==> src/rtl/ram_arbiter_pkg.sv <==
// Shared types and defaults for the two-requester RAM arbiter.
package ram_arbiter_pkg;

  localparam int unsigned DEFAULT_WIDTH_DATA    = 8;
  localparam int unsigned DEFAULT_WIDTH_ADDRESS = 20;

  typedef enum logic [1:0] {
    IDLE,
    ACCESS,
    RESP
  } state_t;

  // 0 = fetch unit, 1 = execution unit
  typedef logic req_id_t;

  function automatic logic [1:0] id_onehot(input req_id_t id);
    return id ? 2'b10 : 2'b01;
  endfunction

endpackage

==> src/rtl/ram_arbiter_if.sv <==
// Requester, RAM and status signals of the arbiter, bundled as one interface.
interface ram_arbiter_if
  import ram_arbiter_pkg::*;
#(
  parameter int unsigned WIDTH_DATA    = DEFAULT_WIDTH_DATA,
  parameter int unsigned WIDTH_ADDRESS = DEFAULT_WIDTH_ADDRESS
);

  logic [1:0]                    req_valid;
  logic [1:0]                    req_write;
  logic [1:0]                    req_lock;
  logic [1:0][WIDTH_ADDRESS-1:0] req_address;
  logic [1:0][WIDTH_DATA-1:0]    req_wdata;
  logic [1:0]                    req_ack;
  logic [1:0]                    rsp_valid;
  logic [WIDTH_DATA-1:0]         rsp_data;

  logic                          ram_read_enable;
  logic                          ram_write_enable;
  logic [WIDTH_ADDRESS-1:0]      ram_read_address;
  logic [WIDTH_ADDRESS-1:0]      ram_write_address;
  logic [WIDTH_DATA-1:0]         ram_write_data;
  logic [WIDTH_DATA-1:0]         ram_read_data;

  logic                          busy;
  req_id_t                       grant_id;

  modport slave (
    input  req_valid, req_write, req_lock, req_address, req_wdata, ram_read_data,
    output req_ack, rsp_valid, rsp_data,
    output ram_read_enable, ram_write_enable, ram_read_address, ram_write_address,
    output ram_write_data, busy, grant_id
  );

  modport master (
    output req_valid, req_write, req_lock, req_address, req_wdata, ram_read_data,
    input  req_ack, rsp_valid, rsp_data,
    input  ram_read_enable, ram_write_enable, ram_read_address, ram_write_address,
    input  ram_write_data, busy, grant_id
  );

endinterface

==> src/rtl/ram_arbiter_pick.sv <==
// Combinational 2-way picker: lock filtering followed by round-robin tie break.
module ram_arbiter_pick
  import ram_arbiter_pkg::*;
(
  input  logic [1:0] req_valid,
  input  logic       lock,
  input  req_id_t    last_grant,
  output logic       any,
  output req_id_t    winner
);

  logic [1:0] eligible;

  // The lock is only ever set on acceptance, so its owner is always the last winner.
  always_comb begin
    eligible = lock ? (req_valid & id_onehot(last_grant)) : req_valid;
    any      = |eligible;
    winner   = (eligible == 2'b11) ? ~last_grant : eligible[1];
  end

endmodule

==> src/rtl/ram_arbiter.sv <==
// Non-pipelined RAM arbiter for fetch and execution units: one 3-cycle
// transaction at a time, round-robin with bus-lock support, registered outputs.
module ram_arbiter
  import ram_arbiter_pkg::*;
#(
  parameter int unsigned WIDTH_DATA    = DEFAULT_WIDTH_DATA,
  parameter int unsigned WIDTH_ADDRESS = DEFAULT_WIDTH_ADDRESS
)(
  input logic          clock,
  input logic          reset,
  ram_arbiter_if.slave bus
);

  state_t                   state;
  state_t                   state_next;
  logic                     pick_any;
  req_id_t                  pick_id;
  req_id_t                  last_grant;
  logic                     lock;
  logic                     lat_write;
  logic [WIDTH_ADDRESS-1:0] lat_address;
  logic [WIDTH_DATA-1:0]    lat_wdata;
  logic                     accept;
  logic [1:0]               ack_next;
  logic [1:0]               rsp_next;
  logic                     read_next;
  logic                     write_next;

  ram_arbiter_pick u_pick (
    .req_valid  (bus.req_valid),
    .lock       (lock),
    .last_grant (last_grant),
    .any        (pick_any),
    .winner     (pick_id)
  );

  always_comb begin
    state_next = state;
    accept     = 1'b0;
    ack_next   = '0;
    rsp_next   = '0;
    read_next  = 1'b0;
    write_next = 1'b0;
    case (state)
      IDLE: begin
        if (pick_any) begin
          state_next = ACCESS;
          accept     = 1'b1;
          ack_next   = id_onehot(pick_id);
        end
      end
      ACCESS: begin
        state_next = RESP;
        read_next  = ~lat_write;
        write_next = lat_write;
      end
      RESP: begin
        state_next = IDLE;
        rsp_next   = id_onehot(bus.grant_id);
      end
      default: state_next = IDLE;
    endcase
  end

  always_ff @(posedge clock or posedge reset) begin
    if (reset) state <= IDLE;
    else       state <= state_next;
  end

  // Every output is a flop loaded from the decision taken in the previous state,
  // so strobes trail the state by one cycle and the RAM read data is sampled in RESP.
  always_ff @(posedge clock or posedge reset) begin
    if (reset) begin
      bus.req_ack           <= '0;
      bus.rsp_valid         <= '0;
      bus.rsp_data          <= '0;
      bus.ram_read_enable   <= 1'b0;
      bus.ram_write_enable  <= 1'b0;
      bus.ram_read_address  <= '0;
      bus.ram_write_address <= '0;
      bus.ram_write_data    <= '0;
      bus.busy              <= 1'b0;
      bus.grant_id          <= 1'b0;
      last_grant            <= 1'b1;
      lock                  <= 1'b0;
      lat_write             <= 1'b0;
      lat_address           <= '0;
      lat_wdata             <= '0;
    end else begin
      bus.req_ack          <= ack_next;
      bus.rsp_valid        <= rsp_next;
      bus.ram_read_enable  <= read_next;
      bus.ram_write_enable <= write_next;
      bus.busy             <= (state_next != IDLE);
      if (accept) begin
        bus.grant_id <= pick_id;
        last_grant   <= pick_id;
        lock         <= bus.req_lock[pick_id];
        lat_write    <= bus.req_write[pick_id];
        lat_address  <= bus.req_address[pick_id];
        lat_wdata    <= bus.req_wdata[pick_id];
      end
      if (read_next) bus.ram_read_address <= lat_address;
      if (write_next) begin
        bus.ram_write_address <= lat_address;
        bus.ram_write_data    <= lat_wdata;
      end
      if (state == RESP && !lat_write) bus.rsp_data <= bus.ram_read_data;
    end
  end

endmodule

==> src/flat_wrapper.sv <==
// flat-port wrapper written by rule: the top's interface ports become plain ports
module ram_arbiter_flat import ram_arbiter_pkg::*;
#(
  parameter int unsigned WIDTH_DATA    = DEFAULT_WIDTH_DATA,
  parameter int unsigned WIDTH_ADDRESS = DEFAULT_WIDTH_ADDRESS
)
  (clock, reset, bus_req_valid, bus_req_write, bus_req_lock, bus_req_address, bus_req_wdata, bus_ram_read_data, bus_req_ack, bus_rsp_valid, bus_rsp_data, bus_ram_read_enable, bus_ram_write_enable, bus_ram_read_address, bus_ram_write_address, bus_ram_write_data, bus_busy, bus_grant_id);
  ram_arbiter_if #(.WIDTH_DATA(WIDTH_DATA), .WIDTH_ADDRESS(WIDTH_ADDRESS)) bus_i ();
  input logic clock;
  input logic reset;
  input wire logic [$bits(bus_i.req_valid)-1:0] bus_req_valid;
  input wire logic [$bits(bus_i.req_write)-1:0] bus_req_write;
  input wire logic [$bits(bus_i.req_lock)-1:0] bus_req_lock;
  input wire logic [$bits(bus_i.req_address)-1:0] bus_req_address;
  input wire logic [$bits(bus_i.req_wdata)-1:0] bus_req_wdata;
  input wire logic [$bits(bus_i.ram_read_data)-1:0] bus_ram_read_data;
  output wire logic [$bits(bus_i.req_ack)-1:0] bus_req_ack;
  output wire logic [$bits(bus_i.rsp_valid)-1:0] bus_rsp_valid;
  output wire logic [$bits(bus_i.rsp_data)-1:0] bus_rsp_data;
  output wire logic [$bits(bus_i.ram_read_enable)-1:0] bus_ram_read_enable;
  output wire logic [$bits(bus_i.ram_write_enable)-1:0] bus_ram_write_enable;
  output wire logic [$bits(bus_i.ram_read_address)-1:0] bus_ram_read_address;
  output wire logic [$bits(bus_i.ram_write_address)-1:0] bus_ram_write_address;
  output wire logic [$bits(bus_i.ram_write_data)-1:0] bus_ram_write_data;
  output wire logic [$bits(bus_i.busy)-1:0] bus_busy;
  output wire logic [$bits(bus_i.grant_id)-1:0] bus_grant_id;
  assign bus_i.req_valid = bus_req_valid;
  assign bus_i.req_write = bus_req_write;
  assign bus_i.req_lock = bus_req_lock;
  assign bus_i.req_address = bus_req_address;
  assign bus_i.req_wdata = bus_req_wdata;
  assign bus_i.ram_read_data = bus_ram_read_data;
  assign bus_req_ack = bus_i.req_ack;
  assign bus_rsp_valid = bus_i.rsp_valid;
  assign bus_rsp_data = bus_i.rsp_data;
  assign bus_ram_read_enable = bus_i.ram_read_enable;
  assign bus_ram_write_enable = bus_i.ram_write_enable;
  assign bus_ram_read_address = bus_i.ram_read_address;
  assign bus_ram_write_address = bus_i.ram_write_address;
  assign bus_ram_write_data = bus_i.ram_write_data;
  assign bus_busy = bus_i.busy;
  assign bus_grant_id = bus_i.grant_id;
  ram_arbiter #(.WIDTH_DATA(WIDTH_DATA), .WIDTH_ADDRESS(WIDTH_ADDRESS)) u_core (.clock(clock), .reset(reset), .bus(bus_i));
endmodule
==> config.mk <==
export PLATFORM = sky130hd
export DESIGN_NAME = ram_arbiter_flat
export DESIGN_NICKNAME = d
export VERILOG_FILES = /design/src/rtl/ram_arbiter_pkg.sv /design/src/rtl/ram_arbiter_if.sv /design/src/rtl/ram_arbiter_pick.sv /design/src/rtl/ram_arbiter.sv /design/src/flat_wrapper.sv
export SDC_FILE = /design/constraint.sdc
export NUM_CORES = 1
export LEC_CHECK = 0
export CAP_MARGIN = 20
export CELL_PAD_IN_SITES_DETAIL_PLACEMENT = 1
export CELL_PAD_IN_SITES_GLOBAL_PLACEMENT = 1
export CORE_ASPECT_RATIO = 0.7
export CORE_UTILIZATION = 33
export CTS_CLUSTER_DIAMETER = 50
export DETAILED_ROUTE_END_ITERATION = 8
export HOLD_SLACK_MARGIN = 0.02
export PLACE_DENSITY = 0.88
export SYNTH_ARGS = -nofsm -noshare
export SYNTH_HDL_FRONTEND = slang
export SYNTH_SLANG_ARGS = --single-unit
==> constraint.sdc <==
create_clock -name clock -period 3.25 [get_ports clock]
set_clock_uncertainty 0.15 [all_clocks]
set_input_delay 0.4875 -clock clock [delete_from_list [all_inputs] [get_ports clock]]
set_output_delay 0.4875 -clock clock [all_outputs]
set_load 0.05 [all_outputs]
==> flow_summary_export.csv, run 1 <==
group,metric,value,unit
pwr,p_total,7.11,mW
layout,antenna_cells,0,
detailed_routing,vias,3058,
cts,cts_made_buffers,9,
die,die_y,96.5,microns
detailed_routing,wire_per_inst,18.5,microns
logic_synthesis,muxShareOfSynthArea,15.4,%
cts,cts_sinks,97,
logic_synthesis,synth_top_family_by_area,"multiplexers",
logic_synthesis,synth_compound_gate_area_share,11.0,%
placed_design,place_hpwl,8080,microns
worst_setup_path,path_cells,"clkdlybuf4s50_1",
detailed_routing,route.detailed.drc,0,
cts,cts_resized,0,
placed_design,port_buffers,135,
worst_setup_path,crit_family,"buffers and inverters",
layout,area_growth,43.0,%
die,initial_core_util,33.9,%
worst_setup_path,critPathSlowestCell,"clkdlybuf4s50_1",
grt,grt_antenna_before_repair,0,
logic_synthesis,synth_seq_cells,97,
sta,timing.fmax,449,MHz
grt,grt_max_degree,51,
die,io-pin-count,136,
sta,tightest_slew,0.885,ns
die,coreArea,12400,sq um
logic_synthesis,ys_types,27,
worst_setup_path,path_buf_inv,1,
sta,period_minus_slack,2.23,ns
layout,layout-drive-gt1-share,25.8,%
logic_synthesis,synthAdderAreaFrac,0,%
detailed_routing,drt_wl_total,11500,microns
cts,cts-root-buf,"clkbuf_16",
grt,track_usage,18.8,%
logic_synthesis,synthSimpleGateAreaFrac,6.83,%
worst_hold_path,min_path_type,"flip-flop to flip-flop",
worst_setup_path,critPathKind,"flip-flop to primary output",
detailed_routing,via_per_inst,4.94,
placed_design,post-place-cells,603,
logic_synthesis,syn_inst,317,
flow_run,drv_cap,0,
die,die_x,137,microns
cts,clk_pin_slew,0.07,ns
grt,grt_pass1_vias,3315,
sta,hold_violations,0,
placed_design,dp_slack,0.671,ns
worst_setup_path,cpPeakStageDelay,0.84,ns
logic_synthesis,synth_seq_area_share,57.6,%
worst_setup_path,worst_setup_path_end_kind,"primary output",
pwr,power.density,1180,nW/um^2
pwr,ir_drop,0.597,mV
cts,insertion_delay,0.34,ns
logic_synthesis,synth_fp_nets,389,
logic_synthesis,synth_area,4210,sq um
logic_synthesis,synthXorXnorAreaFrac,0,%
worst_setup_path,arrival,1.59,ns
sta,maxSlewViolCount,0,
worst_setup_path,crit_path_start_kind,"flip-flop",
outcome,status,"finished clean",
layout,instances_no_fill,619,
sta,setup_violations,0,
sta,fin_setup_tns,0,ns
layout,final_nets,524,
sta,setup_ws,1.02,ns
cts,cts_tree,"done",
sta,hold_ws,0.354,ns
pwr,leakagePower,2.66,nW
logic_synthesis,ys_warn_count,0,
cts,cts_htree_levels,3,
cts,postCtsSetupBuffers,0,
sta,period_share,68.5,%
die,rows,34,
cts,cts_hold_buf,0,
detailed_routing,drt-initial-drc-count,62,
placed_design,gp_congestion,0.796,
worst_setup_path,path_max_fanout,4,
grt,grt_pass1_wl,18100,microns
logic_synthesis,syn_area_per_cell,13.3,sq um
grt,overflow,0,
sta,grt_setup_unrepaired,"no",
detailed_routing,dr.pass1.iters,4,
sta,slew_headroom,40.8,%
detailed_routing,antenna_left,0,
worst_setup_path,required,2.61,ns
die,die_area,13200,sq um
cts,cts_buffer_depth,2,
through the flow:
step	area (sq um)	util, %
floorplan	4210	-
global placement	5740	46.2
detailed placement	5740	46.2
CTS	6030	48.5
global route	6030	48.5
finish	6030	48.5
final timing paths:
path / slack (ns) / startpoint / to / cells past startpoint
max reg2reg: 1.32 / u_core.state[0]$_DFF_PP0_ / u_core.bus.ram_write_address[18]$_DFFE_PP0P_ / 3
max in group asynchronous: 1.76 / reset / u_core.last_grant$_DFFE_PP1P_ / 3
min: 0.35 / u_core.bus.grant_id$_DFFE_PP0P_ / u_core.bus.rsp_valid[0]$_DFF_PP0_ / 1
min in group asynchronous: 0.45 / reset / u_core.bus.rsp_data[4]$_DFFE_PP0P_ / 2
min reg2reg: 0.35 / u_core.bus.grant_id$_DFFE_PP0P_ / u_core.bus.rsp_valid[0]$_DFF_PP0_ / 1
max: 1.02 / u_core.bus.grant_id$_DFFE_PP0P_ / bus_grant_id / 1
placed cells by master (no fill, tap or decap), drive strengths merged:
cell and instances:
clkdlybuf4s50 135, dfstp 1, dfrtp 96, mux2 56, o221ai 30, inv 65, nand3b 1, clkinvlp 1
nand3 1, or2 1, nor2b 1, buf 10, a21boi 1, and3 1, o221a 1, nor2 4
and2 1, nor3b 1, nand4 30, or3b 1, clkinv 4, nand2b 2, nand2 1, clkbuf 10
o21a 2
power breakdown:
part	switching (mW)	internal [mW]
logic	2.34	1.55
clock network	0.485	0.548
registers	0.385	1.81
routing by layer:
metal	part of all wire (%)	track usage [%]	vias to the layer above
met1	45	24.6	1549
li1	-	-	1379
met3	7.5	6.10	10
met4	1.3	5.59	0
met2	47	29.7	120
met5	0	0	-
cells in the mapped netlist, drive strengths merged:
cell type  instances  area share, %
nand3              1           0.24
nor2               4           0.42
mux2              56             15
dfrtp             96             57
o221a              1           0.27
and2               1           0.15
a21boi             1           0.18
nand4             30            4.5
nand2              1          0.089
buf               13            2.6
nor3b              1           0.18
nor2b              1           0.33
or3b               1           0.21
and3               1           0.15
dfstp              1           0.62
nand2b             2           0.30
clkbuf             8           0.71
o21a               2           0.36
inv               64            5.7
or2                1           0.15
o221ai            30             10
nand3b             1           0.18
kinds of logic after synthesis:
logic type | count (synthesis)
flip-flops | 97
buffers and inverters | 85
multiplexers | 56
AND/OR/NAND/NOR | 45
AO/OA/AOI/OAI | 34
cell type report:
| type | instances | area [sq um] |
|---|---|---|
| fillers | 1270 | 6400 |
| flip-flops and latches | 97 | 2430 |
| repair buffers | 145 | 1450 |
| multi-input cells | 135 | 1410 |
| inverters | 64 | 243 |
| clock buffers | 10 | 239 |
| well taps | 162 | 203 |
| clock inverters | 6 | 51.3 |
flip-flops by register name, indices dropped and copies added (netlist names), 2 cells and up:
| signal | flops |
|---|---|
| u_core.bus.ram_read_address | 20 |
| u_core.bus.ram_write_address | 20 |
| u_core.bus.ram_write_data | 8 |
| u_core.bus.req_ack | 2 |
| u_core.bus.rsp_data | 8 |
| u_core.bus.rsp_valid | 2 |
| u_core.lat_address | 20 |
| u_core.lat_wdata | 8 |
| u_core.state | 2 |
Note: power is estimated with default switching activity, not from simulation.
==> run 2: changes to the inputs <==
==> constraint.sdc (replaced) <==
create_clock -name clock -period 1.9 [get_ports clock]
set_clock_uncertainty 0.15 [all_clocks]
set_input_delay 0.285 -clock clock [delete_from_list [all_inputs] [get_ports clock]]
set_output_delay 0.285 -clock clock [all_outputs]
set_load 0.05 [all_outputs]
==> flow_summary_export.csv, run 2 (synthesized netlist as in run 1, its figures left out) <==
group,metric,value,unit
layout,area_growth,42.9,%
worst_setup_path,r2r_end,"u_core.bus.grant_id$_DFFE_PP0P_",
sta,tightest_slew,0.502,ns
cts,cts_sinks,97,
cts,cts_hold_buf,0,
worst_setup_path,critPathKind,"flip-flop to flip-flop",
grt,grt_max_degree,50,
sta,slew_headroom,66.5,%
worst_setup_path,critPathSlowestCell,"dfstp_2",
cts,postCtsSetupBuffers,0,
cts,cts_resized,4,
cts,cts-root-buf,"clkbuf_16",
layout,final_cell_mix,"dfrtp_1, buf_4, clkdlybuf4s50_1, inv_1, mux2_2",
layout,antenna_cells,0,
pwr,internal_power,6.82,mW
sta,timing.fmax,602,MHz
grt,grt_antenna_before_repair,0,
die,rows,34,
outcome,status,"finished clean",
sta,period_share,87.5,%
layout,final_common_cell,"dfrtp_1",
layout,final_area,6020,sq um
placed_design,port_buffers,135,
cts,cts_made_buffers,9,
grt,grt_pass1_vias,3412,
worst_setup_path,path_max_fanout,8,
pwr,leakagePower,2.83,nW
sta,fin_setup_tns,0,ns
sta,hold_violations,0,
placed_design,post-place-cells,612,
layout,largest_registers,"u_core.bus.ram_read_address (20), u_core.bus.ram_write_address (20), u_core.lat_address (20)",
detailed_routing,vias,3024,
worst_hold_path,min_path_type,"input pin to asynchronous set/reset pin",
grt,overflow,0,
detailed_routing,via_per_inst,4.82,
die,initial_core_util,33.9,%
worst_setup_path,cpPeakStageDelay,0.56,ns
layout,layout-drive-gt1-share,39.6,%
die,die_area,13200,sq um
detailed_routing,drt_wl_total,11400,microns
sta,maxSlewViolCount,0,
layout,utilization,48.5,%
sta,setup_violations,0,
pwr,clkPwrFrac,15.7,%
die,die_x,137,microns
detailed_routing,wire_per_inst,18.2,microns
grt,grt_pass1_wl,18300,microns
detailed_routing,antenna_left,0,
cts,insertion_delay,0.33,ns
cts,clk_pin_slew,0.07,ns
cts,cts_buffer_depth,2,
pwr,ir_drop,0.976,mV
sta,grt_setup_unrepaired,"no",
grt,track_usage,18.6,%
pwr,switching_power,5.49,mW
worst_setup_path,ff2ff_setup_slack,0.24,ns
worst_setup_path,path_cells,"a21boi_1 > o221a_2 > buf_4 > o21a_1",
pwr,power_frac_comb,53.7,%
die,die_y,96.5,microns
pwr,seqPwrFrac,30.6,%
worst_setup_path,worst_setup_path_end_kind,"flip-flop",
worst_setup_path,arrival,1.73,ns
flow_run,drv_cap,0,
cts,cts_tree,"done",
pwr,power.density,2040,nW/um^2
sta,period_minus_slack,1.66,ns
layout,instances_no_fill,627,
die,io-pin-count,136,
pwr,p_sw_share,44.6,%
detailed_routing,drt-initial-drc-count,82,
layout,final_nets,533,
die,coreArea,12400,sq um
worst_setup_path,required,1.97,ns
placed_design,placed_area,5700,sq um
cts,cts_htree_levels,3,
worst_setup_path,reg2regPathDepth,4,
detailed_routing,dr.pass1.iters,4,
detailed_routing,route.detailed.drc,0,
worst_setup_path,crit_path_start_kind,"flip-flop",
placed_design,gp_congestion,0.781,
placed_design,place_hpwl,8410,microns
sta,hold_ws,0.255,ns
worst_setup_path,r2r-start,"u_core.last_grant$_DFFE_PP1P_",
run 2: through the flow:
stage	worst slack, ns	power, mW
after floorplan	0.318	8.37
after global placement	0.0137	10.2
after detailed placement	-0.0883	10.5
after CTS	0.00436	12.5
after global routing	0.163	13.0
final	0.238	12.3
run 2: worst max path at each step:
stage / startpoint / end / cells past startpoint
final: u_core.last_grant$_DFFE_PP1P_ / u_core.bus.grant_id$_DFFE_PP0P_ / 4
after global routing: u_core.state[0]$_DFF_PP0_ / u_core.bus.rsp_data[4]$_DFFE_PP0P_ / 3
after CTS: u_core.bus.ram_write_enable$_DFF_PP0_ / bus_ram_write_enable / 1
after detailed placement: bus_req_valid[0] / u_core.lat_address[3]$_DFFE_PP0P_ / 5
after global placement: bus_req_valid[1] / u_core.lat_address[1]$_DFFE_PP0P_ / 5
after floorplan: reset / u_core.bus.busy$_DFF_PP0_ / 1
run 2: power groups by stage:
stage | Clock, mW | Sequential, mW | Combinational (mW)
6_report | 1.93 | 3.76 | 6.61
5_1_grt | 2.07 | 3.90 | 7.03
4_1_cts | 2.00 | 3.78 | 6.68
3_5_place_dp | 0 | 3.80 | 6.70
3_3_place_gp | 0 | 3.71 | 6.48
2_1_floorplan | 0 | 5.85 | 2.51
run 2: cell type report:
type,instances,area (sq um)
repair buffers,154,1420
inverters,64,244
fillers,1298,6400
well taps,162,203
clock buffers,10,239
multi-input cells,135,1410
clock inverters,5,80.1
flip-flops and latches,97,2430
run 2: worst max-delay path: cells and delay by family (launching register included):
| kind | cells | cell delay (ns) |
|---|---|---|
| AO/OA/AOI/OAI | 3 | 0.63 |
| buffers and inverters | 1 | 0.21 |
| flip-flops | 1 | 0.56 |
run 2: metal layers:
| layer | part of all wire [%] | global-route usage (%) | routed length, microns | vias up |
|---|---|---|---|---|
| met4 | 0.68 | 3.85 | 78 | 0 |
| met5 | 0 | 0 | 0 | - |
| met1 | 44 | 22.9 | 5000 | 1518 |
| met3 | 6.9 | 4.90 | 788 | 10 |
| li1 | - | - | - | 1389 |
| met2 | 49 | 32.9 | 5560 | 107 |
==> run 3: changes to the inputs <==
--- a/config.mk
+++ b/config.mk
@@ -5,7 +5,7 @@
 export SDC_FILE = /design/constraint.sdc
 export NUM_CORES = 1
 export LEC_CHECK = 0
-export CAP_MARGIN = 20
+export CAP_MARGIN = 15
 export CELL_PAD_IN_SITES_DETAIL_PLACEMENT = 1
 export CELL_PAD_IN_SITES_GLOBAL_PLACEMENT = 1
 export CORE_ASPECT_RATIO = 0.7
==> results of run 3 <==
Final layout, timing and power as in run 2 (identical DEF).
